===== src/rtl/dsd_lab3_seq.sv =====
// rtl/dsd_lab3_seq.sv - exhaustive 3-input sweep tester for a combinational x/y logic block
// Drives each vector for HOLD_CYCLES, samples once, and records mismatch count and first failing index.
module dsd_lab3_seq #(
    parameter int HOLD_CYCLES = 4
) (
    input  logic       clk,
    input  logic       rst,
    input  logic       start,
    input  logic       abort,
    input  logic [7:0] x_exp_map,
    input  logic [7:0] y_exp_map,
    input  logic       x_in,
    input  logic       y_in,
    output logic       a,
    output logic       b,
    output logic       c,
    output logic       busy,
    output logic       done,
    output logic       pass,
    output logic [3:0] err_count,
    output logic       fail_valid,
    output logic [2:0] fail_idx
);

    typedef enum logic [1:0] {
        S_IDLE,
        S_DRIVE,
        S_SAMPLE,
        S_DONE
    } state_t;

    localparam logic [7:0] HOLD_LAST = 8'(HOLD_CYCLES - 1);

    state_t     state_q, state_d;
    logic [2:0] vec_q, vec_d;
    logic [7:0] hold_cnt_q, hold_cnt_d;
    logic [3:0] err_count_q, err_count_d;
    logic       fail_valid_q, fail_valid_d;
    logic [2:0] fail_idx_q, fail_idx_d;
    logic       mismatch;

    assign mismatch = (x_in != x_exp_map[vec_q]) || (y_in != y_exp_map[vec_q]);

    always_comb begin
        state_d      = state_q;
        vec_d        = vec_q;
        hold_cnt_d   = hold_cnt_q;
        err_count_d  = err_count_q;
        fail_valid_d = fail_valid_q;
        fail_idx_d   = fail_idx_q;
        case (state_q)
            S_IDLE, S_DONE: begin
                if (start && !abort) begin
                    state_d      = S_DRIVE;
                    vec_d        = 3'd0;
                    hold_cnt_d   = 8'd0;
                    err_count_d  = 4'd0;
                    fail_valid_d = 1'b0;
                    fail_idx_d   = 3'd0;
                end
            end
            S_DRIVE: begin
                if (abort) begin
                    state_d    = S_IDLE;
                    vec_d      = 3'd0;
                    hold_cnt_d = 8'd0;
                end else begin
                    hold_cnt_d = hold_cnt_q + 8'd1;
                    if (hold_cnt_q == HOLD_LAST) begin
                        state_d = S_SAMPLE;
                    end
                end
            end
            S_SAMPLE: begin
                if (abort) begin
                    // aborted sample is discarded, results stay frozen
                    state_d    = S_IDLE;
                    vec_d      = 3'd0;
                    hold_cnt_d = 8'd0;
                end else begin
                    if (mismatch) begin
                        err_count_d = err_count_q + 4'd1;
                        if (!fail_valid_q) begin
                            fail_valid_d = 1'b1;
                            fail_idx_d   = vec_q;
                        end
                    end
                    if (vec_q == 3'd7) begin
                        state_d = S_DONE;
                    end else begin
                        state_d    = S_DRIVE;
                        vec_d      = vec_q + 3'd1;
                        hold_cnt_d = 8'd0;
                    end
                end
            end
            default: state_d = S_IDLE;
        endcase
    end

    always_ff @(posedge clk) begin
        if (rst) begin
            state_q      <= S_IDLE;
            vec_q        <= 3'd0;
            hold_cnt_q   <= 8'd0;
            err_count_q  <= 4'd0;
            fail_valid_q <= 1'b0;
            fail_idx_q   <= 3'd0;
        end else begin
            state_q      <= state_d;
            vec_q        <= vec_d;
            hold_cnt_q   <= hold_cnt_d;
            err_count_q  <= err_count_d;
            fail_valid_q <= fail_valid_d;
            fail_idx_q   <= fail_idx_d;
        end
    end

    assign busy       = (state_q == S_DRIVE) || (state_q == S_SAMPLE);
    assign done       = (state_q == S_DONE);
    assign pass       = done && (err_count_q == 4'd0);
    assign {a, b, c}  = busy ? vec_q : 3'd0;
    assign err_count  = err_count_q;
    assign fail_valid = fail_valid_q;
    assign fail_idx   = fail_idx_q;

endmodule


===== config.mk =====
export PLATFORM = sky130hd
export DESIGN_NAME = dsd_lab3_seq
export DESIGN_NICKNAME = d
export VERILOG_FILES = /design/src/rtl/dsd_lab3_seq.sv
export SDC_FILE = /design/constraint.sdc
export NUM_CORES = 1
export LEC_CHECK = 0
export ABC_AREA = 0
export BUFFER_PORTS_ARGS = -buffer_cell sky130_fd_sc_hd__clkbuf_2
export CAP_MARGIN = 20
export CORE_MARGIN = 5
export CORE_UTILIZATION = 52
export CTS_CLUSTER_SIZE = 20
export DETAILED_ROUTE_END_ITERATION = 8
export PLACE_DENSITY_LB_ADDON = 0.08
export SYNTH_ARGS = -nofsm -noshare
export SYNTH_HDL_FRONTEND = slang
export SYNTH_SLANG_ARGS = --single-unit

===== constraint.sdc =====
create_clock -name clk -period 3.7 [get_ports clk]
set_clock_uncertainty 0.1 [all_clocks]
set_input_delay 0.555 -clock clk [delete_from_list [all_inputs] [get_ports clk]]
set_output_delay 0.555 -clock clk [all_outputs]
set_load 0.01 [all_outputs]

# After elaboration in Yosys (flattened, before gate mapping)
# Cells that the tools add are included.
# op_classes
n_addsub,3
order_cmp,1
n_eq_ne,14
n_mux,33
reduce_logical,14
# op_table
cell,n
two-way mux 8 bit,4
two-way mux 3 bit,8
one-hot mux 8 bit (3 select lines),1
two-way mux 4 bit,3
two-way mux 2 bit,5
!= test 2 bit (second input constant),5
one-hot mux 3 bit (3 select lines),1
adder 8 x 1 -> 8 bit (second input constant),1
== test 8 x 2 -> 1 bit (second input constant),1
one-hot mux 4 bit (2 select lines),1
binary-select mux 1 bit (select 3 bit),2
!= test 3 bit (second input constant),2
one-hot mux 2 bit (3 select lines),1
one-hot mux 3 bit (2 select lines),1
two-way mux 1 bit,5
AND reduction 5 bit,1
adder 4 x 1 -> 4 bit (second input constant),1
== test 2 bit (second input constant),2
zero test 4 bit,1
less-than comparator 3 x 4 -> 1 bit (second input constant),1
AND reduction 2 bit,2
AND reduction 4 bit,1
adder 3 x 1 -> 3 bit (second input constant),1
== test 3 bit (second input constant),1
other kinds (10),13
# word_totals
ff_bits,21
inputBits,22
output_inout_bits,14
wordCells,71

# Depth between registers and ports, before layout
# depth
word_depth,7
depth_mapped,9
depth_no_buf,7

# Worst setup path before layout
# OpenSTA, ideal clock, no wires.
# synth_timing
kind,input-to-reg
from,input y_exp_map[1]
to,register fail_idx_q[1] (netlist: fail_idx[1])
setup_ps,125
t_arrival_ps,1984
required_time_ps,3475
path_slack_ps,1491
stages,5
path_buffers,0
path_cell_list,mux4_1 -> mux2i_4 -> mux2_2 -> a41oi_1 -> o21ai_1
# synth_via
elab_chain_cells,6
# synth_lines
element,line_no,source
from (decl),11,"input logic [7:0] y_exp_map,"
binary-select mux 1 bit (select 3 bit),42,assign mismatch = (x_in != x_exp_map[vec_q]) || (y_in != y_exp_map[vec_q]);
two-way mux 1 bit (implied by the code),42,
!= test 1 bit,42,
logical OR 1 bit,42,
!= test 2 bit (no source line),--,
AND reduction 5 bit (no source line),--,
to (signal assigned),115,fail_idx_q <= fail_idx_d;
to (decl),39,"logic [2:0] fail_idx_q, fail_idx_d;"
# No other way between the ends. The select of a mux whose other input is x is not followed.
# A chain may end at the register's enable or synchronous reset.

# Worst setup path after layout
# layout_timing
from,register vec_q[0]
to,register err_count_q[0] (netlist: err_count[0])
# layout_via
elab_chain_cells,6
# layout_lines
element,line_no,source
from (decl),35,"logic [2:0] vec_q, vec_d;"
from (signal assigned),111,vec_q <= vec_d;
binary-select mux 1 bit (select 3 bit),42,
two-way mux 1 bit (implied by the code),42,
!= test 1 bit,42,
logical OR 1 bit *,42,
!= test 2 bit (no source line) *,--,
AND reduction 4 bit (no source line) *,--,
to (signal assigned),113,err_count_q <= err_count_d;
to (decl),37,"logic [3:0] err_count_q, err_count_d;"
# Every way passes the cells marked *; elsewhere a longest branch is shown, timed or not. The select of a mux whose other input is x is not followed.

==> metrics <==
result of the run=finished clean; Worst path slowest cell=mux4_1; starting density of the core=a little over half; largest cells by area after synthesis=dfxtp_1 29%, ha_1 7.8%, mux4_1 7.3%; post-CTS setup buffer count=0; fin cells=230; die height=62.7 um; Core Box Area=2710 sq um; largest net degree at the start of global routing=23; die footprint=3930 sq um; Rel. slew slack=60.1%; critical path type=reg -> reg; Yosys top cell by area=dfxtp_1; DR vias=1349; Required @ worst endpoint=3.79 ns; drt pass-1 iters=4; IO Port Bufs=35; Clock Tree Buf Depth=2; Synth Register Bits=21; vias in the first global route=1286; Total GRT Usage=between 15 and 20%; Final nets=231; LEAKAGE=0.660 nW; CP Cell Sequence=mux4_1 -> mux2i_4 -> xnor2_1 -> o211ai_1 -> o41ai_1; Final TNS setup=0 ns; Die X=62.7 um; Largest delay share family, worst path=multiplexers; vias per cell=approximately 6; final core occ=60.8%; minimum clock period=2.49 ns; Arrival @ worst endpoint=~2.6 ns; Cells after DPL=between 200 and 250; Resize count post-CTS=0; antenna-violating nets left=0; maximum clock rate=401 MHz; Max Slew Vio Count=0; endpoint type of the worst setup path=flip-flop; Async S/R FF share, synth=0%; post-synthesis sequential area ratio=29.2%; MaxCap Viol Count=0; H-tree levels=1; Yosys top cell area share=29.2%; RSZ-0062 raised after global routing=no; Mean Syn Cell Area=approximately 8.6 sq um; DR DRC count=0; Synth cell types=39; CTS buffer count=3; final instance area=roughly 1600 sq um; startpoint types=flip-flop; largest fanout on the critical path=9; reg2reg start=vec_q[0]; Clock transition at path regs=approximately 0.14 ns; clk sinks=21; Rows=19; crit path from=vec_q[0]; CTS Root Cell=clkbuf_4; Hold Buf Count CTS=0; 1st-iter DRT viols=68; grt total ovfl=0; hold_sp=fail_idx[1]; HPWL Detailed=2550 um; first-pass GRT wire length=5790 um; Final Total Pwr=0.000480 W; Syn. warnings=0; Tcrit/Tclk final=67.3%; Syn Nets=198; count of final setup violators=0; Antenna Cells=0; drt wl/cell=14.7 um; hold crit path type=reg -> reg; Layout area overhead=14.3%; CTS tree=done; Filler cells=250; final wirelength=3380 um; # IOs=36; power per cell area=between 200 and 300 nW/um^2; Most used DFF post-synth=dfxtp_1; placed cell area=1620 sq um; Clk Latency, worst-skew pair=0.31 ns; GPL Wtd Cong=0.774; Post-Synthesis Cells=167; Final Hold Viols=0; Post-synth EDFFs=0; share of layout cells above drive strength 1=21.6%; initial antenna violation count=0; Mapped Area=1440 sq um; Slew @ Worst Pin=0.598 ns; max incr delay on CP=approximately 0.66 ns; worst vdd rail ir drop=0.243 mV; CP Buf/Inv Count=0
## layer usage
layer | share of wire (%) | vias up | track usage [%]
met5 | 0 | - | 0
met3 | 5.6 | 2 | 2.88
met4 | 0.56 | 0 | 3.98
met1 | 50 | 626 | 24.1
met2 | 44 | 49 | 27.8
li1 | - | 672 | -
## cells in the mapped netlist, types with 2 or more instances
| library cell | number |
|---|---|
| o21ai_1 | 3 |
| nor3b_1 | 2 |
| nor4b_1 | 2 |
| mux2i_4 | 2 |
| nand2b_1 | 8 |
| nand2_1 | 11 |
| mux4_1 | 4 |
| nor3_1 | 5 |
| xor2_1 | 5 |
| o21ai_0 | 4 |
| inv_1 | 8 |
| nor2b_1 | 5 |
| nor2_1 | 16 |
| xnor2_1 | 4 |
| dfxtp_1 | 21 |
| clkbuf_1 | 5 |
| a21oi_1 | 11 |
| nand4_1 | 3 |
| nand3_1 | 12 |
| a31oi_1 | 2 |
| o2111ai_1 | 5 |
| ha_1 | 9 |
| or4_1 | 2 |
| mux2i_1 | 3 |
## cells by family after synthesis
logic type,count (synthesis),share of synthesized area [%]
flops,21,29.2
simple gates,71,25.5
mux,10,13.3
compound gates,32,14.2
buf+inv,15,4.51
fa+ha+maj,9,7.81
xor+xnor,9,5.47
## stage by stage
| stage | hold WS (ns) | setup WS [ns] |
|---|---|---|
| 6_report | 0.372 | 1.21 |
| 5_1_grt | 0.400 | 1.06 |
| 4_1_cts | 0.374 | 1.22 |
| 3_5_place_dp | 0.354 | 1.26 |
| 3_3_place_gp | 0.352 | 1.35 |
| 2_1_floorplan | 0.380 | 1.49 |
## final cells by class
| cell class | instances | area, sq um | area share [%] |
|---|---|---|---|
| Sequential cell | 21 | 420 | 25.5 |
| Clock buffer | 3 | 22.5 | 1.37 |
| Inverter | 8 | 30.0 | 1.82 |
| Multi-Input combinational cell | 131 | 956 | 58.0 |
| Timing Repair Buffer | 35 | 175 | 10.6 |
| Clock inverter | 1 | 5.00 | 0.304 |
| Tap cell | 31 | 38.8 | 2.35 |
## worst min-delay path, stage by stage (launching register included)
cell	delay, ns
dfxtp_1	0.34
nand2b_1	0.06
o21ai_1	0.05
## final timing paths
path,end,slack [ns],depth (start not counted)
worst max-delay path,err_count[0],1.21,5
worst min-delay path,fail_idx[1],0.37,2
worst max register to register,err_count[0],1.21,5
worst min register to register,fail_idx[1],0.37,2
## state kept, by name, summed over array words and instances (netlist names)
signal and cells:
hold_cnt_q 8, fail_idx 3, vec_q 3, state_q 2
fail_valid 1, err_count 4
## placed cells by master (no fill, tap or decap), drive strengths merged, types with 7 or more instances in the layout
cell type / synthesis / layout
nor2: 16 / 16
a21oi: 11 / 11
nand2: 11 / 11
dfxtp: 21 / 21
nand2b: 8 / 8
clkbuf: 5 / 38
inv: 8 / 8
o21ai: 7 / 7
ha: 9 / 9
nand3: 12 / 12
## power by group
group | switching (W) | total, W | internal (W)
clock | 0.0000779 | 0.000118 | 0.0000403
sequential | 0.00000751 | 0.000241 | 0.000233
combinational | 0.0000761 | 0.000121 | 0.0000450
Note: power is estimated with default switching activity, not from simulation.
